**config.mk**
```make
export PLATFORM = sky130hd
export DESIGN_NAME = instr_decode_stage
export DESIGN_NICKNAME = d
export VERILOG_FILES = /design/src/rtl/decode_pkg.sv /design/src/rtl/instr_decode_stage_imm_gen.sv /design/src/rtl/instr_decode_stage.sv
export SDC_FILE = /design/constraint.sdc
export NUM_CORES = 1
export LEC_CHECK = 0
export BUFFER_PORTS_ARGS = -buffer_cell sky130_fd_sc_hd__clkbuf_2
export CAP_MARGIN = 20
export CORE_MARGIN = 10
export CORE_UTILIZATION = 47
export DETAILED_ROUTE_END_ITERATION = 10
export HOLD_SLACK_MARGIN = 0.05
export PLACE_DENSITY = 0.81
export SLEW_MARGIN = 20
export SYNTH_ARGS = -nofsm -noshare
export SYNTH_HDL_FRONTEND = slang
export SYNTH_SLANG_ARGS = --single-unit
```
**constraint.sdc**
```tcl
create_clock -name clk -period 3 [get_ports clk]
set_input_delay 0.15 -clock clk [delete_from_list [all_inputs] [get_ports clk]]
set_output_delay 0.15 -clock clk [all_outputs]
set_load 0.05 [all_outputs]
```
**src/rtl/decode_pkg.sv**
```systemverilog
// Shared RV32I decode definitions: opcodes, ALU and result-select encodings,
// immediate formats and the control bundle driven to the execute stage.
package decode_pkg;

  localparam logic [6:0] OP_R      = 7'b0110011;
  localparam logic [6:0] OP_I      = 7'b0010011;
  localparam logic [6:0] OP_LOAD   = 7'b0000011;
  localparam logic [6:0] OP_STORE  = 7'b0100011;
  localparam logic [6:0] OP_BRANCH = 7'b1100011;
  localparam logic [6:0] OP_JAL    = 7'b1101111;
  localparam logic [6:0] OP_JALR   = 7'b1100111;
  localparam logic [6:0] OP_LUI    = 7'b0110111;
  localparam logic [6:0] OP_AUIPC  = 7'b0010111;
  // Legal base-ISA opcodes that need no datapath action in this pipeline.
  localparam logic [6:0] OP_FENCE  = 7'b0001111;
  localparam logic [6:0] OP_SYSTEM = 7'b1110011;

  localparam logic [3:0] ALU_ADD   = 4'd0;
  localparam logic [3:0] ALU_SUB   = 4'd1;
  localparam logic [3:0] ALU_SLL   = 4'd2;
  localparam logic [3:0] ALU_SLT   = 4'd3;
  localparam logic [3:0] ALU_SLTU  = 4'd4;
  localparam logic [3:0] ALU_XOR   = 4'd5;
  localparam logic [3:0] ALU_SRL   = 4'd6;
  localparam logic [3:0] ALU_SRA   = 4'd7;
  localparam logic [3:0] ALU_OR    = 4'd8;
  localparam logic [3:0] ALU_AND   = 4'd9;
  localparam logic [3:0] ALU_PASSB = 4'd10;

  localparam logic [1:0] RES_ALU = 2'd0;
  localparam logic [1:0] RES_MEM = 2'd1;
  localparam logic [1:0] RES_PC4 = 2'd2;

  typedef enum logic [2:0] {
    IMM_NONE = 3'd0,
    IMM_I    = 3'd1,
    IMM_S    = 3'd2,
    IMM_B    = 3'd3,
    IMM_U    = 3'd4,
    IMM_J    = 3'd5
  } imm_type_e;

  typedef struct packed {
    logic       reg_write;
    logic       mem_read;
    logic       mem_write;
    logic       branch;
    logic       jump;
    logic       alu_src;
    logic [1:0] result_src;
    logic [3:0] alu_ctrl;
  } ctrl_t;

  localparam ctrl_t CTRL_NOP = '{
    reg_write:  1'b0,
    mem_read:   1'b0,
    mem_write:  1'b0,
    branch:     1'b0,
    jump:       1'b0,
    alu_src:    1'b0,
    result_src: 2'd0,
    alu_ctrl:   4'd0
  };

  // ALU op from funct3; alt_bit is instr[30], honoured as SUB only when allow_sub.
  function automatic logic [3:0] alu_op_decode(input logic [2:0] f3,
                                               input logic       alt_bit,
                                               input logic       allow_sub);
    logic [3:0] op;
    case (f3)
      3'b000:  op = (allow_sub && alt_bit) ? ALU_SUB : ALU_ADD;
      3'b001:  op = ALU_SLL;
      3'b010:  op = ALU_SLT;
      3'b011:  op = ALU_SLTU;
      3'b100:  op = ALU_XOR;
      3'b101:  op = alt_bit ? ALU_SRA : ALU_SRL;
      3'b110:  op = ALU_OR;
      3'b111:  op = ALU_AND;
      default: op = ALU_ADD;
    endcase
    return op;
  endfunction

endpackage

```
**src/rtl/instr_decode_stage_imm_gen.sv**
```systemverilog
// Immediate generator: builds the sign-extended RV32I immediate for the
// selected format. IMM_NONE yields zero.
module imm_gen
  import decode_pkg::*;
(
  input  logic [31:0] instr_i,
  input  imm_type_e   imm_type_i,
  output logic [31:0] imm_o
);

  // Select and sign-extend the immediate field for the instruction format.
  always_comb begin
    imm_o = 32'd0;
    case (imm_type_i)
      IMM_I:   imm_o = {{20{instr_i[31]}}, instr_i[31:20]};
      IMM_S:   imm_o = {{20{instr_i[31]}}, instr_i[31:25], instr_i[11:7]};
      IMM_B:   imm_o = {{19{instr_i[31]}}, instr_i[31], instr_i[7],
                        instr_i[30:25], instr_i[11:8], 1'b0};
      IMM_U:   imm_o = {instr_i[31:12], 12'd0};
      IMM_J:   imm_o = {{11{instr_i[31]}}, instr_i[31], instr_i[19:12],
                        instr_i[20], instr_i[30:21], 1'b0};
      default: imm_o = 32'd0;
    endcase
  end

endmodule

```
**src/rtl/instr_decode_stage.sv**
```systemverilog
// IF/ID pipeline register with RV32I decoder and load-use bubble insertion.
// Optional build macro DECODE_ILLEGAL_TRAP_EN adds the illegal_instr output;
// without it, illegal encodings quietly decode as NOP control.
module instr_decode_stage
  import decode_pkg::*;
#(
  parameter int          XLEN      = 32,
  parameter logic [31:0] NOP_INSTR = 32'h00000013
) (
  input  logic            clk,
  input  logic            rst,
  input  logic [31:0]     instr_in,
  input  logic [XLEN-1:0] pc_in,
  input  logic            valid_in,
  output logic            ready_out,
  input  logic            flush,
  input  logic            ex_mem_read,
  input  logic [4:0]      ex_rd,
  input  logic            ready_in,
  output logic            valid_out,
  output logic [XLEN-1:0] pc_out,
  output logic [4:0]      rs1_addr,
  output logic [4:0]      rs2_addr,
  output logic [4:0]      rd_addr,
  output logic [31:0]     imm,
  output logic            reg_write,
  output logic            mem_read,
  output logic            mem_write,
  output logic            branch,
  output logic            jump,
  output logic            alu_src,
  output logic [1:0]      result_src,
`ifdef DECODE_ILLEGAL_TRAP_EN
  output logic            illegal_instr,
`endif
  output logic [3:0]      alu_ctrl
);

  logic            valid_q;
  logic [31:0]     instr_q;
  logic [XLEN-1:0] pc_q;

  logic [6:0] opcode_s;
  logic [2:0] funct3_s;
  logic [6:0] funct7_s;
  logic [4:0] rs1_s;
  logic [4:0] rs2_s;
  logic [4:0] rd_s;

  ctrl_t     ctrl_dec_s;
  ctrl_t     ctrl_s;
  imm_type_e imm_type_s;
  logic      legal_s;
  logic      uses_rs1_s;
  logic      uses_rs2_s;
  logic      hazard_s;
  logic      capture_s;

  assign opcode_s = instr_q[6:0];
  assign funct3_s = instr_q[14:12];
  assign funct7_s = instr_q[31:25];
  assign rs1_s    = instr_q[19:15];
  assign rs2_s    = instr_q[24:20];
  assign rd_s     = instr_q[11:7];

  // Decode opcode/funct fields into control, immediate format and legality.
  always_comb begin
    ctrl_dec_s = CTRL_NOP;
    imm_type_s = IMM_NONE;
    legal_s    = 1'b0;
    uses_rs1_s = 1'b0;
    uses_rs2_s = 1'b0;
    case (opcode_s)
      OP_R: begin
        uses_rs1_s = 1'b1;
        uses_rs2_s = 1'b1;
        if (funct7_s == 7'b0000000) begin
          legal_s = 1'b1;
        end else if (funct7_s == 7'b0100000) begin
          legal_s = (funct3_s == 3'b000) || (funct3_s == 3'b101);
        end else begin
          legal_s = 1'b0;
        end
        ctrl_dec_s.reg_write = 1'b1;
        ctrl_dec_s.alu_ctrl  = alu_op_decode(funct3_s, instr_q[30], 1'b1);
      end
      OP_I: begin
        uses_rs1_s = 1'b1;
        imm_type_s = IMM_I;
        if (funct3_s == 3'b001) begin
          legal_s = (funct7_s == 7'b0000000);
        end else if (funct3_s == 3'b101) begin
          legal_s = (funct7_s == 7'b0000000) || (funct7_s == 7'b0100000);
        end else begin
          legal_s = 1'b1;
        end
        ctrl_dec_s.reg_write = 1'b1;
        ctrl_dec_s.alu_src   = 1'b1;
        ctrl_dec_s.alu_ctrl  = alu_op_decode(funct3_s, instr_q[30], 1'b0);
      end
      OP_LOAD: begin
        uses_rs1_s = 1'b1;
        imm_type_s = IMM_I;
        legal_s    = (funct3_s != 3'b011) && (funct3_s != 3'b110) && (funct3_s != 3'b111);
        ctrl_dec_s.reg_write  = 1'b1;
        ctrl_dec_s.mem_read   = 1'b1;
        ctrl_dec_s.alu_src    = 1'b1;
        ctrl_dec_s.result_src = RES_MEM;
        ctrl_dec_s.alu_ctrl   = ALU_ADD;
      end
      OP_STORE: begin
        uses_rs1_s = 1'b1;
        uses_rs2_s = 1'b1;
        imm_type_s = IMM_S;
        legal_s    = (funct3_s == 3'b000) || (funct3_s == 3'b001) || (funct3_s == 3'b010);
        ctrl_dec_s.mem_write = 1'b1;
        ctrl_dec_s.alu_src   = 1'b1;
        ctrl_dec_s.alu_ctrl  = ALU_ADD;
      end
      OP_BRANCH: begin
        uses_rs1_s = 1'b1;
        uses_rs2_s = 1'b1;
        imm_type_s = IMM_B;
        legal_s    = (funct3_s != 3'b010) && (funct3_s != 3'b011);
        ctrl_dec_s.branch   = 1'b1;
        ctrl_dec_s.alu_ctrl = ALU_SUB;
      end
      OP_JAL: begin
        imm_type_s = IMM_J;
        legal_s    = 1'b1;
        ctrl_dec_s.reg_write  = 1'b1;
        ctrl_dec_s.jump       = 1'b1;
        ctrl_dec_s.result_src = RES_PC4;
      end
      OP_JALR: begin
        uses_rs1_s = 1'b1;
        imm_type_s = IMM_I;
        legal_s    = (funct3_s == 3'b000);
        ctrl_dec_s.reg_write  = 1'b1;
        ctrl_dec_s.jump       = 1'b1;
        ctrl_dec_s.alu_src    = 1'b1;
        ctrl_dec_s.result_src = RES_PC4;
        ctrl_dec_s.alu_ctrl   = ALU_ADD;
      end
      OP_LUI: begin
        imm_type_s = IMM_U;
        legal_s    = 1'b1;
        ctrl_dec_s.reg_write = 1'b1;
        ctrl_dec_s.alu_src   = 1'b1;
        ctrl_dec_s.alu_ctrl  = ALU_PASSB;
      end
      OP_AUIPC: begin
        imm_type_s = IMM_U;
        legal_s    = 1'b1;
        ctrl_dec_s.reg_write = 1'b1;
        ctrl_dec_s.alu_src   = 1'b1;
        ctrl_dec_s.alu_ctrl  = ALU_ADD;
      end
      OP_FENCE: begin
        legal_s = (funct3_s == 3'b000);
      end
      OP_SYSTEM: begin
        // Only ECALL / EBREAK are base-ISA; both are no-ops to this datapath.
        legal_s = (instr_q[31:21] == 11'd0) && (instr_q[19:7] == 13'd0);
      end
      default: begin
        legal_s = 1'b0;
      end
    endcase
  end

  // Illegal encodings fall back to NOP; writes to x0 are suppressed as no-ops.
  always_comb begin
    ctrl_s = CTRL_NOP;
    if (legal_s) begin
      ctrl_s           = ctrl_dec_s;
      ctrl_s.reg_write = ctrl_dec_s.reg_write && (rd_s != 5'd0);
    end else begin
      ctrl_s = CTRL_NOP;
    end
  end

  imm_gen u_imm_gen (
    .instr_i    (instr_q),
    .imm_type_i (legal_s ? imm_type_s : IMM_NONE),
    .imm_o      (imm)
  );

  assign hazard_s = valid_q && ex_mem_read && (ex_rd != 5'd0) &&
                    ((uses_rs1_s && (rs1_s == ex_rd)) || (uses_rs2_s && (rs2_s == ex_rd)));
  assign valid_out = valid_q && !hazard_s;
  assign ready_out = !valid_q || (ready_in && !hazard_s);
  assign capture_s = valid_in && ready_out;

  assign pc_out     = pc_q;
  assign rs1_addr   = rs1_s;
  assign rs2_addr   = rs2_s;
  assign rd_addr    = ctrl_s.reg_write ? rd_s : 5'd0;
  assign reg_write  = ctrl_s.reg_write;
  assign mem_read   = ctrl_s.mem_read;
  assign mem_write  = ctrl_s.mem_write;
  assign branch     = ctrl_s.branch;
  assign jump       = ctrl_s.jump;
  assign alu_src    = ctrl_s.alu_src;
  assign result_src = ctrl_s.result_src;
  assign alu_ctrl   = ctrl_s.alu_ctrl;

`ifdef DECODE_ILLEGAL_TRAP_EN
  assign illegal_instr = valid_out && !legal_s;
`endif

  // Pipeline register: flush beats capture, capture beats consume, else hold.
  always_ff @(posedge clk or negedge rst) begin
    if (!rst) begin
      valid_q <= 1'b0;
      instr_q <= NOP_INSTR;
      pc_q    <= '0;
    end else if (flush) begin
      valid_q <= 1'b0;
      instr_q <= NOP_INSTR;
    end else if (capture_s) begin
      valid_q <= 1'b1;
      instr_q <= instr_in;
      pc_q    <= pc_in;
    end else if (valid_q && ready_in && !hazard_s) begin
      valid_q <= 1'b0;
    end else begin
      valid_q <= valid_q;
    end
  end

endmodule
```
==> After elaboration in Yosys (flattened, before gate mapping) <==
Index checks and enable logic that the tools add are counted.
{ "word_totals": {"register_bits": 65, "input_bits": 75, "out_inout_bits": 93, "word_cells": 104} }
{ "classes": {"eq_ne": 30, "muxes": 29, "bitwise_logic": 1, "n_reduce_logical": 41} }
{ "ops": {"columns": ["cell", "n"], "rows": [
  ["$pmux 32 s5", 1],
  ["$mux 32", 2],
  ["$pmux 4 s8", 2],
  ["$eq 7x6->1 const B", 4],
  ["$eq 7x7->1 const B", 4],
  ["$eq 3x3->1 const B", 6],
  ["$mux 1", 17],
  ["$pmux 4 s4", 1],
  ["$logic_and 1x1->1", 15],
  ["$pmux 3 s5", 1],
  ["$eq 7x5->1 const B", 2],
  ["$logic_not 13->1", 1],
  ["$eq 3x2->1 const B", 4],
  ["$mux 12", 1],
  ["$reduce_or 6->1", 2],
  ["$logic_not 11->1", 1],
  ["$eq 5x5->1", 2],
  ["$reduce_bool 5->1", 2],
  ["$reduce_or 3->1", 3],
  ["$pmux 1 s8", 1],
  ["$eq 7x2->1 const B", 1],
  ["$eq 7x4->1 const B", 1],
  ["$logic_not 7->1", 1],
  ["$reduce_or 7->1", 1],
  ["other kinds (14)", 25]
]} }

==> Depth between registers and ports, before layout <==
{ "logic_depth": {"word_depth": 12, "mapped_depth": 10, "depth_no_buf": 6} }

==> Modules after synthesis <==
Synthesis repeated with hierarchy kept, for this count alone.
{ "hier_totals": {"hier_cells": 405, "hier_area_um2": 4167.7} }
{ "modules_own_cells": {"columns": ["mod", "n_inst", "cells_each", "area_each_um2", "seq_area_each_um2"], "rows": [
  ["instr_decode_stage", 1, 339, 3777.4, 1630.3],
  ["imm_gen", 1, 66, 390.4, 0.0]
]} }

==> Least setup slack after synthesis <==
No wires, ideal clock.
{ "synth_path": {"path_kind": "register to output", "start": "reg instr_q[1]", "end": "out imm[0]", "arrival_ns": 3.299, "slack_ns": -0.449, "path_stages_with_launch": 6, "path_buffers": 0, "path_cell_list": "dfstp_2 -> and4bb_1 -> and3_1 -> a211o_1 -> nor4_4 -> o41ai_1"} }
{ "synth_between": {"elab_chain_cells": 6, "elab_cells_between_ends": 24, "classes_between": "eq/ne (16); mux (4); reduce/logical (4)"} }
{ "synth_lines": {"columns": ["element", "line_no", "source"], "rows": [
  ["start, declared", "instr_decode_stage.sv:40", "logic [31:0] instr_q;"],
  ["start signal, assigned", "instr_decode_stage.sv:223", "instr_q <= instr_in;"],
  ["$eq 7x7->1 (tied with other cells)", "instr_decode_stage.sv:73", "case (opcode_s)"],
  ["$reduce_or 3->1 (no source line) / $reduce_or 2->1 (equally long branches)", null, null],
  ["$pmux 1 s8 / $pmux 3 s5 (equally long branches)", "instr_decode_stage.sv:73", null],
  ["$mux 3 (*)", "instr_decode_stage.sv:185", ".imm_type_i (legal_s ? imm_type_s : IMM_NONE),"],
  ["$eq 3x3->1 (tied with other cells)", "instr_decode_stage_imm_gen.sv:14", "case (imm_type_i)"],
  ["$pmux 32 s5 (*)", "instr_decode_stage_imm_gen.sv:14", null],
  ["end, declared", "instr_decode_stage.sv:25", "output logic [31:0] imm,"]
]} }
Every way passes the cells marked *; elsewhere a longest branch is shown, timed or not.

==> Final worst setup path <==
{ "layout_path": {"start": "reg instr_q[4]", "end": "out imm[18]"} }
The elaborated chain is that of the path after synthesis.

==> flow_metrics.py <==
metrics = {
    "run_status": {
        "outcome": "finished, final reports clean",
    },
    "timing": {
        "clock_skew_ps": 10.4,
        "max_freq_mhz": 342,
        "hold_slack_ps": 64.9,
        "slew_violations": 0,
        "tightest_slew_ps": 763,
        "layout_worst_path_cycle_share_pct": 97.5,
        "setup_slack_ps": 75.5,
        "slew_headroom_pct": 49.1,
        "setup_viol": 0,
        "hold_violations": 0,
        "rsz0062_at_grt": "true",
        "layout_min_cycle_time_ps": 2920,
    },
    "global_routing": {
        "first_global_vias": 4243,
        "grt_usage_pct": 25.3,
        "grt_pass1_wl_um": 23200,
        "grt_max_degree": 36,
        "antenna_found_initial": 0,
        "grt-ovfl-total": 0,
    },
    "layout": {
        "fin_util_pct": 81.4,
        "area_growth_syn_to_layout_pct": 66.5,
        "drive_gt1_share_pct": 44.5,
        "stdcell_count": 686,
        "antenna_cells": 0,
        "nNetsFinal": 657,
    },
    "routing": {
        "vias_per_cell": 5.59,
        "drc": 0,
        "wl_um": 14500,
        "drtPass1Iterations": 5,
        "final_antenna_net_count": 0,
        "vias": 3836,
        "drt_iter0_drc": 259,
        "routedWlPerCell_um": 21.1,
    },
    "yosys": {
        "yosys_warnings": 0,
        "synthCells": 351,
        "synth_cell_types": 50,
        "synth-seq-cells": 65,
        "ys_async_sr_fraction_pct": 100,
        "avgSynthCellArea_um2": 10.2,
        "syn_area_um2": 3580,
        "synth_edf_count": 0,
        "synth_seq_area_share_pct": 45.5,
        "synth_ff_type": "dfrtp_1",
        "synthesis.nets": 426,
    },
    "worst_hold_path": {
        "min_from": "instr_in[14]",
        "min_path_type": "input port to flip-flop",
        "timing.hold.worst_endpoint": "instr_q[14]",
        "holdPathStages": 2,
    },
    "clocking": {
        "cts.sinks": 65,
        "cts_root_buf": "clkbuf_8",
        "clk_pin_slew_ps": 70,
        "cts_tree": "done",
        "worstSkewPairLatency_ps": 350,
        "cts_buffer_depth": 2,
        "cts_buffers": 9,
        "htreeDepth": 3,
    },
    "critical_path": {
        "rr_worst_depth": 8,
        "cp.required_ps": 2850,
        "timing.rr.start": "instr_q[4]",
        "critPathMaxFanout": 8,
        "worstSetupStartpointType": "flip-flop",
        "crit_top_cell": "buf_4",
        "r2r-end": "pc_out[15]",
        "arrival_ps": 2770,
        "crit_path_top_delay_cell": "dfstp_2",
        "cp-end-kind": "output port",
        "r2r_setup_slack_ps": 510,
        "cp_cell_sequence": "and3b_1 > nand3_1 > o22ai_1 > nor4_4 > buf_4 > nor3_4 > buf_4 > a21o_1 > buf_12",
        "critical_path_class": "flip-flop to output port",
        "critPathMaxStageDelay_ps": 610,
    },
    "floorplanning": {
        "die_width_um": 107,
        "start_util_pct": 48.9,
        "fp.coreArea_um2": 7330,
        "boundaryPins": 168,
        "dieArea_um2": 11500,
        "dieHeight_um": 107,
        "rows": 31,
    },
    "place": {
        "place_ws_ps": 142,
        "hpwl_um": 10000,
        "dp.cells": 599,
        "io_buffers": 167,
        "gp_congestion": 0.956,
    },
    "run": {
        "maxCapViolCount": 0,
    },
    "power": {
        "power.leakage_nw": 2.94,
        "finalPower_mw": 3.17,
        "clock_power_share_pct": 23.7,
        "p_sw_mw": 1.31,
        "p_int_mw": 1.86,
        "power_frac_seq_pct": 36.1,
        "ir_worst_vdd_uv": 516,
        "combPwrFrac_pct": 40.1,
        "switching_share_pct": 41.4,
        "power_density_nw_per_um2": 531,
    },
}
-- area by class of cell --
class,instances,area (um2)
Tap cell,99,124
Multi-Input combinational cell,243,1790
Sequential cell,65,1640
Fill cell,403,1360
Clock buffer,9,124
Inverter,8,30.0
Clock inverter,7,70.1
Timing Repair Buffer,255,2190
-- per-stage QoR --
stage	area (um2)	setup TNS, ps
after CTS	5890	0
final	5970	0
after detailed placement	5040	0
after global routing	5970	-151
after global placement	5040	0
after floorplan	3600	0
-- registers in the layout, indices dropped and copies added, names as in the netlist --
signal	count
valid_q	1
pc_out	32
instr_q	32
-- per-layer routing --
layer / GRT usage (%) / vias to the layer above / part of all wire, % / wire length (um)
met4: 9.64 / 0 / 2.8 / 407
met3: 11.7 / 38 / 11 / 1570
met5: 0 / - / 0 / 0
met2: 42.1 / 220 / 49 / 7130
li1: - / 1721 / - / -
met1: 27.6 / 1857 / 37 / 5350
-- kinds of logic (layout without fill, tap and decap cells) --
group           after synthesis  in the layout  share of synthesized area, %
flops                        65             65                          45.5
compound gates               91             91                          18.7
mux                          35             35                          10.9
buf+inv                      43            279                          6.04
simple gates                107            107                          16.4
xor+xnor                     10             10                          2.44
-- worst max-delay path, delay by kind of cell, from the launching register on --
family | cells | cell delay [ps]
buffers and inverters | 3 | 520
and+or+nand+nor | 4 | 930
AOI/OAI and AO/OA | 2 | 370
DFF | 1 | 610
-- timing repair --
action | in CTS | in global routing
endpoints found under the hold margin | 95 | 0
buffers inserted | 2 | 6
hold buffers | 63 | 0
setup endpoints to repair | 25 | 36
gates resized for setup | 2 | 11
pin swaps | 1 | 2
-- cell usage in the layout (no fill, tap or decap), types with 6 or more instances in the layout --
master,n
clkbuf_2,131
dlygate4sd3_1,63
dfrtp_1,55
buf_12,36
mux2_2,32
a22o_1,30
buf_4,24
nor2_1,23
a21o_1,20
a21oi_1,19
nand2_1,18
and2_1,15
nand3_1,10
clkbuf_8,9
inv_1,8
nor2b_1,7
xor2_1,7
dfrtp_2,7
nor3_1,6
-- Yosys cell counts, types with 2 or more instances --
library cell | number | area [um2]
dfrtp_1 | 62 | 1550
mux2_2 | 32 | 360
a22o_1 | 30 | 263
nor2_1 | 25 | 93.8
a21o_1 | 21 | 158
a21oi_1 | 19 | 95.1
nand2_1 | 18 | 67.6
and2_1 | 15 | 93.8
buf_2 | 11 | 55.1
buf_4 | 11 | 82.6
nand3_1 | 10 | 50.1
clkbuf_1 | 9 | 33.8
inv_1 | 8 | 30.0
nor2b_1 | 7 | 43.8
nor3_1 | 7 | 35.0
xor2_1 | 7 | 61.3
buf_1 | 4 | 15.0
nor3b_1 | 4 | 30.0
nor4_1 | 4 | 25.0
o21ai_0 | 4 | 20.0
and3_1 | 3 | 18.8
dfstp_2 | 3 | 78.8
mux2i_1 | 3 | 30.0
nand4_1 | 3 | 18.8
xnor2_1 | 3 | 26.3
a211o_1 | 2 | 17.5
a211oi_1 | 2 | 15.0
o21bai_1 | 2 | 15.0
-- worst max-delay path by stage --
stage                startpoint          end  slack (ps)  depth (start not counted)
floorplan            instr_q[1]  alu_ctrl[2]          60                          5
global placement     instr_q[2]      imm[26]         200                          7
detailed placement   instr_q[2]      imm[30]         140                          7
CTS                 instr_q[14]      imm[18]           9                          8
global route         instr_q[4]      imm[17]         -20                          9
finish               instr_q[4]      imm[18]          80                          9
-- power by group through the flow --
| stage | Clock (mW) | Combinational, mW | Sequential [mW] |
|---|---|---|---|
| floorplan | 0 | 0.531 | 1.38 |
| global placement | 0 | 1.13 | 1.14 |
| detailed placement | 0 | 1.16 | 1.15 |
| CTS | 0.753 | 1.23 | 1.13 |
| global route | 0.805 | 1.34 | 1.16 |
| finish | 0.753 | 1.27 | 1.14 |
No activity file was read; power rests on OpenSTA's default activity.
